## src/rtl/if_stage.sv

```systemverilog
// Instruction-fetch stage: PC, imem req/rsp handshake and IF/ID register.
// Optional one-entry skid buffer under freeze: define IF_SKID_BUF_EN.
module if_stage #(
    parameter int                  WORD_LEN  = 16,
    parameter logic [WORD_LEN-1:0] RESET_PC  = '0,
    parameter logic [WORD_LEN-1:0] NOP_INSTR = '0
) (
    input  logic                clk,
    input  logic                rst,
    input  logic                freeze,
    input  logic                brTaken,
    input  logic [WORD_LEN-1:0] br_target,
    input  logic                jumpEnable,
    input  logic [WORD_LEN-1:0] jump_target,
    output logic                imem_req,
    output logic [WORD_LEN-1:0] imem_addr,
    input  logic                imem_gnt,
    input  logic                imem_rvalid,
    input  logic [WORD_LEN-1:0] imem_rdata,
    output logic                imem_rready,
    output logic [WORD_LEN-1:0] instruction,
    output logic [WORD_LEN-1:0] pc_out,
    output logic                if_valid
);

    typedef enum logic [1:0] {
        S_REQ  = 2'd0,
        S_WAIT = 2'd1,
        S_DROP = 2'd2
    } state_t;

    state_t              state;
    state_t              state_nxt;
    logic [WORD_LEN-1:0] pc;
    logic [WORD_LEN-1:0] pc_nxt;
    logic [WORD_LEN-1:0] pc_inc;
    logic [WORD_LEN-1:0] target;
    logic                redirect;
    logic                hold;
    logic                take;
    logic                grant;
    logic                wait_take;

`ifdef IF_SKID_BUF_EN
    logic                skid_full;
    logic [WORD_LEN-1:0] skid_instr;
    logic [WORD_LEN-1:0] skid_pc;
`endif

    assign redirect  = jumpEnable | brTaken;
    assign target    = jumpEnable ? jump_target : br_target;
    assign pc_inc    = pc + WORD_LEN'(1);
    assign hold      = freeze & if_valid;
    assign take      = imem_rvalid & imem_rready;
    assign grant     = imem_req & imem_gnt;
    assign wait_take = (state == S_WAIT) & take;
    assign imem_addr = pc;

    always_ff @(posedge clk or negedge rst) begin
        if (!rst) begin
            state <= S_REQ;
            pc    <= RESET_PC;
        end else begin
            state <= state_nxt;
            pc    <= pc_nxt;
        end
    end

    always_comb begin
        state_nxt = state;
        unique case (state)
            S_REQ: begin
                if (grant)
                    state_nxt = redirect ? S_DROP : S_WAIT;
            end
            S_WAIT: begin
                if (take)
                    state_nxt = S_REQ;
                else if (redirect)
                    state_nxt = S_DROP;
            end
            S_DROP: begin
                if (take)
                    state_nxt = S_REQ;
            end
            default: state_nxt = S_REQ;
        endcase
    end

    // rready is forced low while reset is asserted, whatever the state
    always_comb begin
        imem_req    = 1'b0;
        imem_rready = 1'b0;
        unique case (state)
            S_REQ: begin
                imem_req    = 1'b1;
                imem_rready = rst;
            end
            S_WAIT: begin
`ifdef IF_SKID_BUF_EN
                imem_rready = rst & ~skid_full;
`else
                imem_rready = rst & ~hold;
`endif
            end
            S_DROP: imem_rready = rst;
            default: ;
        endcase
    end

    always_comb begin
        pc_nxt = pc;
        if (redirect)
            pc_nxt = target;
        else if (wait_take)
            pc_nxt = pc_inc;
    end

    always_ff @(posedge clk or negedge rst) begin
        if (!rst) begin
            instruction <= NOP_INSTR;
            pc_out      <= '0;
            if_valid    <= 1'b0;
        end else if (redirect) begin
            instruction <= NOP_INSTR;
            pc_out      <= '0;
            if_valid    <= 1'b0;
        end else if (hold) begin
            instruction <= instruction;
`ifdef IF_SKID_BUF_EN
        end else if (skid_full) begin
            instruction <= skid_instr;
            pc_out      <= skid_pc;
            if_valid    <= 1'b1;
`endif
        end else if (wait_take) begin
            instruction <= imem_rdata;
            pc_out      <= pc_inc;
            if_valid    <= 1'b1;
        end else begin
            instruction <= NOP_INSTR;
            if_valid    <= 1'b0;
        end
    end

`ifdef IF_SKID_BUF_EN
    // A response taken while IF/ID is held parks here so fetch can run ahead
    always_ff @(posedge clk or negedge rst) begin
        if (!rst) begin
            skid_full  <= 1'b0;
            skid_instr <= NOP_INSTR;
            skid_pc    <= '0;
        end else if (redirect) begin
            skid_full  <= 1'b0;
        end else if (hold & wait_take) begin
            skid_full  <= 1'b1;
            skid_instr <= imem_rdata;
            skid_pc    <= pc_inc;
        end else if (!hold & skid_full) begin
            skid_full  <= 1'b0;
        end
    end
`endif

endmodule

```

## config.mk

```make
export PLATFORM = sky130hd
export DESIGN_NAME = if_stage
export DESIGN_NICKNAME = d
export VERILOG_FILES = /design/src/rtl/if_stage.sv
export SDC_FILE = /design/constraint.sdc
export NUM_CORES = 1
export LEC_CHECK = 0
export ABC_AREA = 1
export CAP_MARGIN = 20
export CORE_MARGIN = 3
export CORE_UTILIZATION = 40
export CTS_BUF_LIST = sky130_fd_sc_hd__clkbuf_16
export DETAILED_ROUTE_END_ITERATION = 16
export GPL_TIMING_DRIVEN = 1
export PLACE_DENSITY = 0.74
export SLEW_MARGIN = 20
export SYNTH_ARGS = -nofsm -noshare
export SYNTH_HDL_FRONTEND = slang
export SYNTH_SLANG_ARGS = --single-unit
```

## constraint.sdc

```tcl
create_clock -name clk -period 2.55 [get_ports clk]
set_input_delay 0.3825 -clock clk [delete_from_list [all_inputs] [get_ports clk]]
set_output_delay 0.3825 -clock clk [all_outputs]
set_load 0.005 [all_outputs]
```

# Word-level counts from Yosys, hierarchy flattened
# Index checks and enable logic that the tools add are counted.
op_classes:
  addsub: 1
  eq_ne: 6
  mux: 19
  n_bitwise: 7
  n_reduce_logical: 5
op_table:
  columns: ["cell", "n"]
  rows:
  - ["$mux W16", 8]
  - ["$add A16 B1 Y16 const B", 1]
  - ["$mux W2", 5]
  - ["$ne A2 B2 Y1 const B", 3]
  - ["$pmux W2 S3", 1]
  - ["$and A1 B1 Y1", 5]
  - ["$mux W1", 4]
  - ["$ne A3 B3 Y1 const B", 1]
  - ["$reduce_and A3 Y1", 1]
  - ["$eq A2 B1 Y1 const B", 1]
  - ["$eq A2 B2 Y1 const B", 1]
  - ["$logic_not A2 Y1", 1]
  - ["$pmux W1 S2", 1]
  - ["$reduce_and A2 Y1", 1]
  - ["$reduce_bool A2 Y1", 1]
  - ["$reduce_or A2 Y1", 1]
  - ["$not A1 Y1", 1]
  - ["$or A1 B1 Y1", 1]
totals:
  reg_bits: 51
  in_bits: 55

# Logic depth before layout (Yosys ltp)
depth:
  ltp_word: 9
  ltp_mapped: 9
  depth_no_buf: 9

# Worst setup path before layout
# OpenSTA, ideal clock, no wires.
synth_timing:
  path_type: "reg-to-reg"
  from: "reg pc[0], in the netlist imem_addr[0]"
  to: "reg pc[8], in the netlist imem_addr[8]"
  setup_time_ps: 121
  arrival_ps: 1263
  required_ps: 2429
  slack_ps: 1166
  path_stages_with_launch: 9
  path_buffers: 0
  synth_period_minus_slack_ps: 1384
  cell_sequence: "dfrtp_1 ha_1 nand2_1 nor2_4 nand3_1 nand3_1 o21ai_1 nand2_1 o21ai_1"
synth_between:
  elab_chain_cells: 3
synth_lines:
  columns: ["element", "line", "rtl"]
  rows:
  - ["start: declaration", "34", "logic [WORD_LEN-1:0] pc;"]
  - ["start signal: assignment", "65", "pc <= pc_nxt;"]
  - ["$add A16 B1 Y16", "52", "assign pc_inc = pc + WORD_LEN'(1);"]
  - ["$mux W16", "115", "else if (wait_take)"]
  - ["$mux W16", "113", "if (redirect)"]
# Every way passes these cells. The select of a mux whose other input is x is not followed.
# A chain may end at the register's enable or synchronous reset.

# Worst setup path in the final report
layout_timing:
  from: "in freeze"
  to: "out imem_rready"
layout_between:
  elab_chain_cells: 4
layout_lines:
  columns: ["element", "line", "rtl"]
  rows:
  - ["start: declaration", "10", "input logic freeze,"]
  - ["$and A1 B1 Y1", "53", "assign hold = freeze & if_valid;"]
  - ["$not A1 Y1", "103", "imem_rready = rst & ~hold;"]
  - ["$and A1 B1 Y1", "103", null]
  - ["$pmux W1 S2", "94", "unique case (state)"]
  - ["end: declaration", "20", "output logic imem_rready,"]
# Every way passes these cells.

==> flow_summary.ini <==
[status]
outcome = finished clean

[synth]
yosysUniqueCellTypes = 32
synth.largest_area_cell = dfrtp_1
synthFlopType = dfrtp_1
synth.avg_cell_area_um2 = 7.86
netlist_area_um2 = 2810
synth_warnings = 0
yosysTopAreaCellShare = 0.454
async_flop_share = 1.00
synth-edff-count = 0
synthCells = 358
ys_ff_latch = 51
synth_nets = 414
synth_area_leaders = dfrtp_1 (45%), nand2_1 (13%), nand3_1 (9.8%), nor2_1 (5.3%), o21ai_2 (4.0%)
yosysSeqAreaShare = 0.454

[sta]
finalHoldViolCount = 0
setup_viol = 0
slew_violations = 0
timing.final.ws_setup_ps = 468
fin_skew_ps = 4.51
relSlewSlack = 0.556
fmaxAchievable_mhz = 480
min_period_ps = 2080
tightest_slew_ps = 665
period_share = 0.817
rsz0062_at_grt = false
fin_tns_setup_ps = 0

[placement]
dp_slack_ps = 457
portBuffers = 105
dp_cells = 544
place_congestion = 0.863
place_hpwl_um = 5570

[setup_path]
required_ps = 2170
r2r_slack_ps = 900
cp-end-kind = output port
worst-setup-path-type = input port to output port
r2r-start = imem_addr[0]
r2r-end = imem_addr[8]
cp_max_fo = 3
start_kind = input port
r2r_cells = 8
arrival_ps = 1700

[cts]
cts_sinks = 51
postCtsSetupBuffers = 0
cts.repair.resized = 0
htreeDepth = 2
clkLatencyLatePin_ps = 290
cts_tree = done
cts_buffer_depth = 2
clkTransAtPathRegs_ps = 60
cts-root-buf = clkbuf_16
cts_buffers = 5
postCtsHoldBufs = 0

[cells_and_area]
seq_area_um2 = 1280
mostFrequentLayoutCells = clkdlybuf4s50_1 (104), nand2_1 (94), nand3_1 (55), dfrtp_1 (51), nor2_1 (40)
multi_input_area_um2 = 1330
final_common_cell = clkdlybuf4s50_1
fin_cells = 552
nets = 514
fillers = 592
final_layout_size_suffix_gt1_frac = 0.0893
antenna_cells = 0
area_growth_pct = 44.0
finish.utilization = 0.617

[detailed_routing]
dr.pass1.iters = 4
wl_per_cell_um = 14.1
vias = 2772
drt-total-wl_um = 7800
viasPerCell = 5.02
drc = 0
first_iter_violations = 120
ant_nets = 0

[grt]
grt_pass1_vias = 2746
grt_antenna_before_repair = 0
gr-total-overflow = 0
grt_pass1_wl_um = 13100
track_usage = 0.195
grt_max_degree = 54

[die]
start_util = 0.428
io-pin-count = 106
dieArea_um2 = 8070
rows = 29
core-area_um2 = 6570
dieWidth_um = 89.9
die_h_um = 89.9

[power]
ir_worst_vdd_uv = 258
power_density_nw_per_um2 = 519
power.leakage_nw = 1.84
power_mw = 2.10

[min_path]
hold_class = input port to asynchronous set/reset pin

[job]
cap_violations = 0
==> routing by layer <==
metal	track usage	vias to the layer above	share of wire	routed length, µm
met5	0	-	0	0
met2	0.323	101	0.46	3550
li1	-	1389	-	-
met1	0.245	1273	0.44	3430
met4	0.0497	0	0.013	102
met3	0.0684	9	0.091	713
==> flip-flops by register name, indices dropped and copies added, names as in the netlist <==
| register | cells |
|---|---|
| imem_addr | 16 |
| instruction | 16 |
| pc_out | 16 |
| state | 2 |
| if_valid | 1 |
==> through the flow <==
step / hold WS [ps] / cell area [µm²]
floorplan: 86.9 / 2810
global placement: 460 / 3910
detailed placement: 463 / 3910
CTS: 318 / 4050
global route: 363 / 4050
finish: 292 / 4050
==> kinds of logic (layout without fill, tap and decap cells) <==
logic type                 count (synthesis)  after routing  synth area share
and+or+nand+nor                          209            209             0.336
AOI/OAI and AO/OA                         60             60             0.132
DFF                                       51             51             0.454
buffers and inverters                     37            138            0.0734
adders and majority gates                  1              1           0.00445
==> worst max path at each step <==
stage | startpoint | end | slack [ps] | cells after the start
floorplan | imem_addr[0] | imem_addr[8] | 1170 | 8
global placement | freeze | imem_rready | 500 | 5
detailed placement | jumpEnable | pc_out[13] | 460 | 6
CTS | freeze | imem_rready | 480 | 5
global route | freeze | imem_rready | 390 | 5
finish | freeze | imem_rready | 470 | 5
==> Yosys cell counts (2+ instances only) <==
master,count
nor2_1,40
nand2_1,94
inv_1,17
nor2_2,2
buf_6,4
nand3_1,55
a21oi_1,19
o21ai_2,13
dfrtp_1,51
a211oi_1,2
o21bai_1,2
inv_2,2
nand4_1,5
nor2_4,3
buf_4,2
o21ai_1,7
buf_2,9
o21ai_0,14
nand2_2,3
nand3_2,2
==> power breakdown <==
group	switching, mW	total [mW]	internal [mW]	leakage, nW
combinational	0.254	0.528	0.273	1.10
clock	0.278	0.632	0.354	0.0701
sequential	0.0731	0.943	0.870	0.666
total	0.606	2.10	1.50	1.84
==> final cells by class <==
type / count / share of cell area
Clock buffer: 5 / 0.0309
Clock inverter: 3 / 0.00278
Inverter: 20 / 0.0204
Multi-Input combinational cell: 270 / 0.328
Sequential cell: 51 / 0.315
Tap cell: 93 / 0.0287
Timing Repair Buffer: 110 / 0.274
==> worst max-delay path, cell delays in order <==
cell and delay, ps:
clkdlybuf4s50_1 400, nand2_1 120, nand2_1 80, a21boi_0 180, clkdlybuf4s50_1 530
Note: power is estimated with default switching activity, not from simulation.
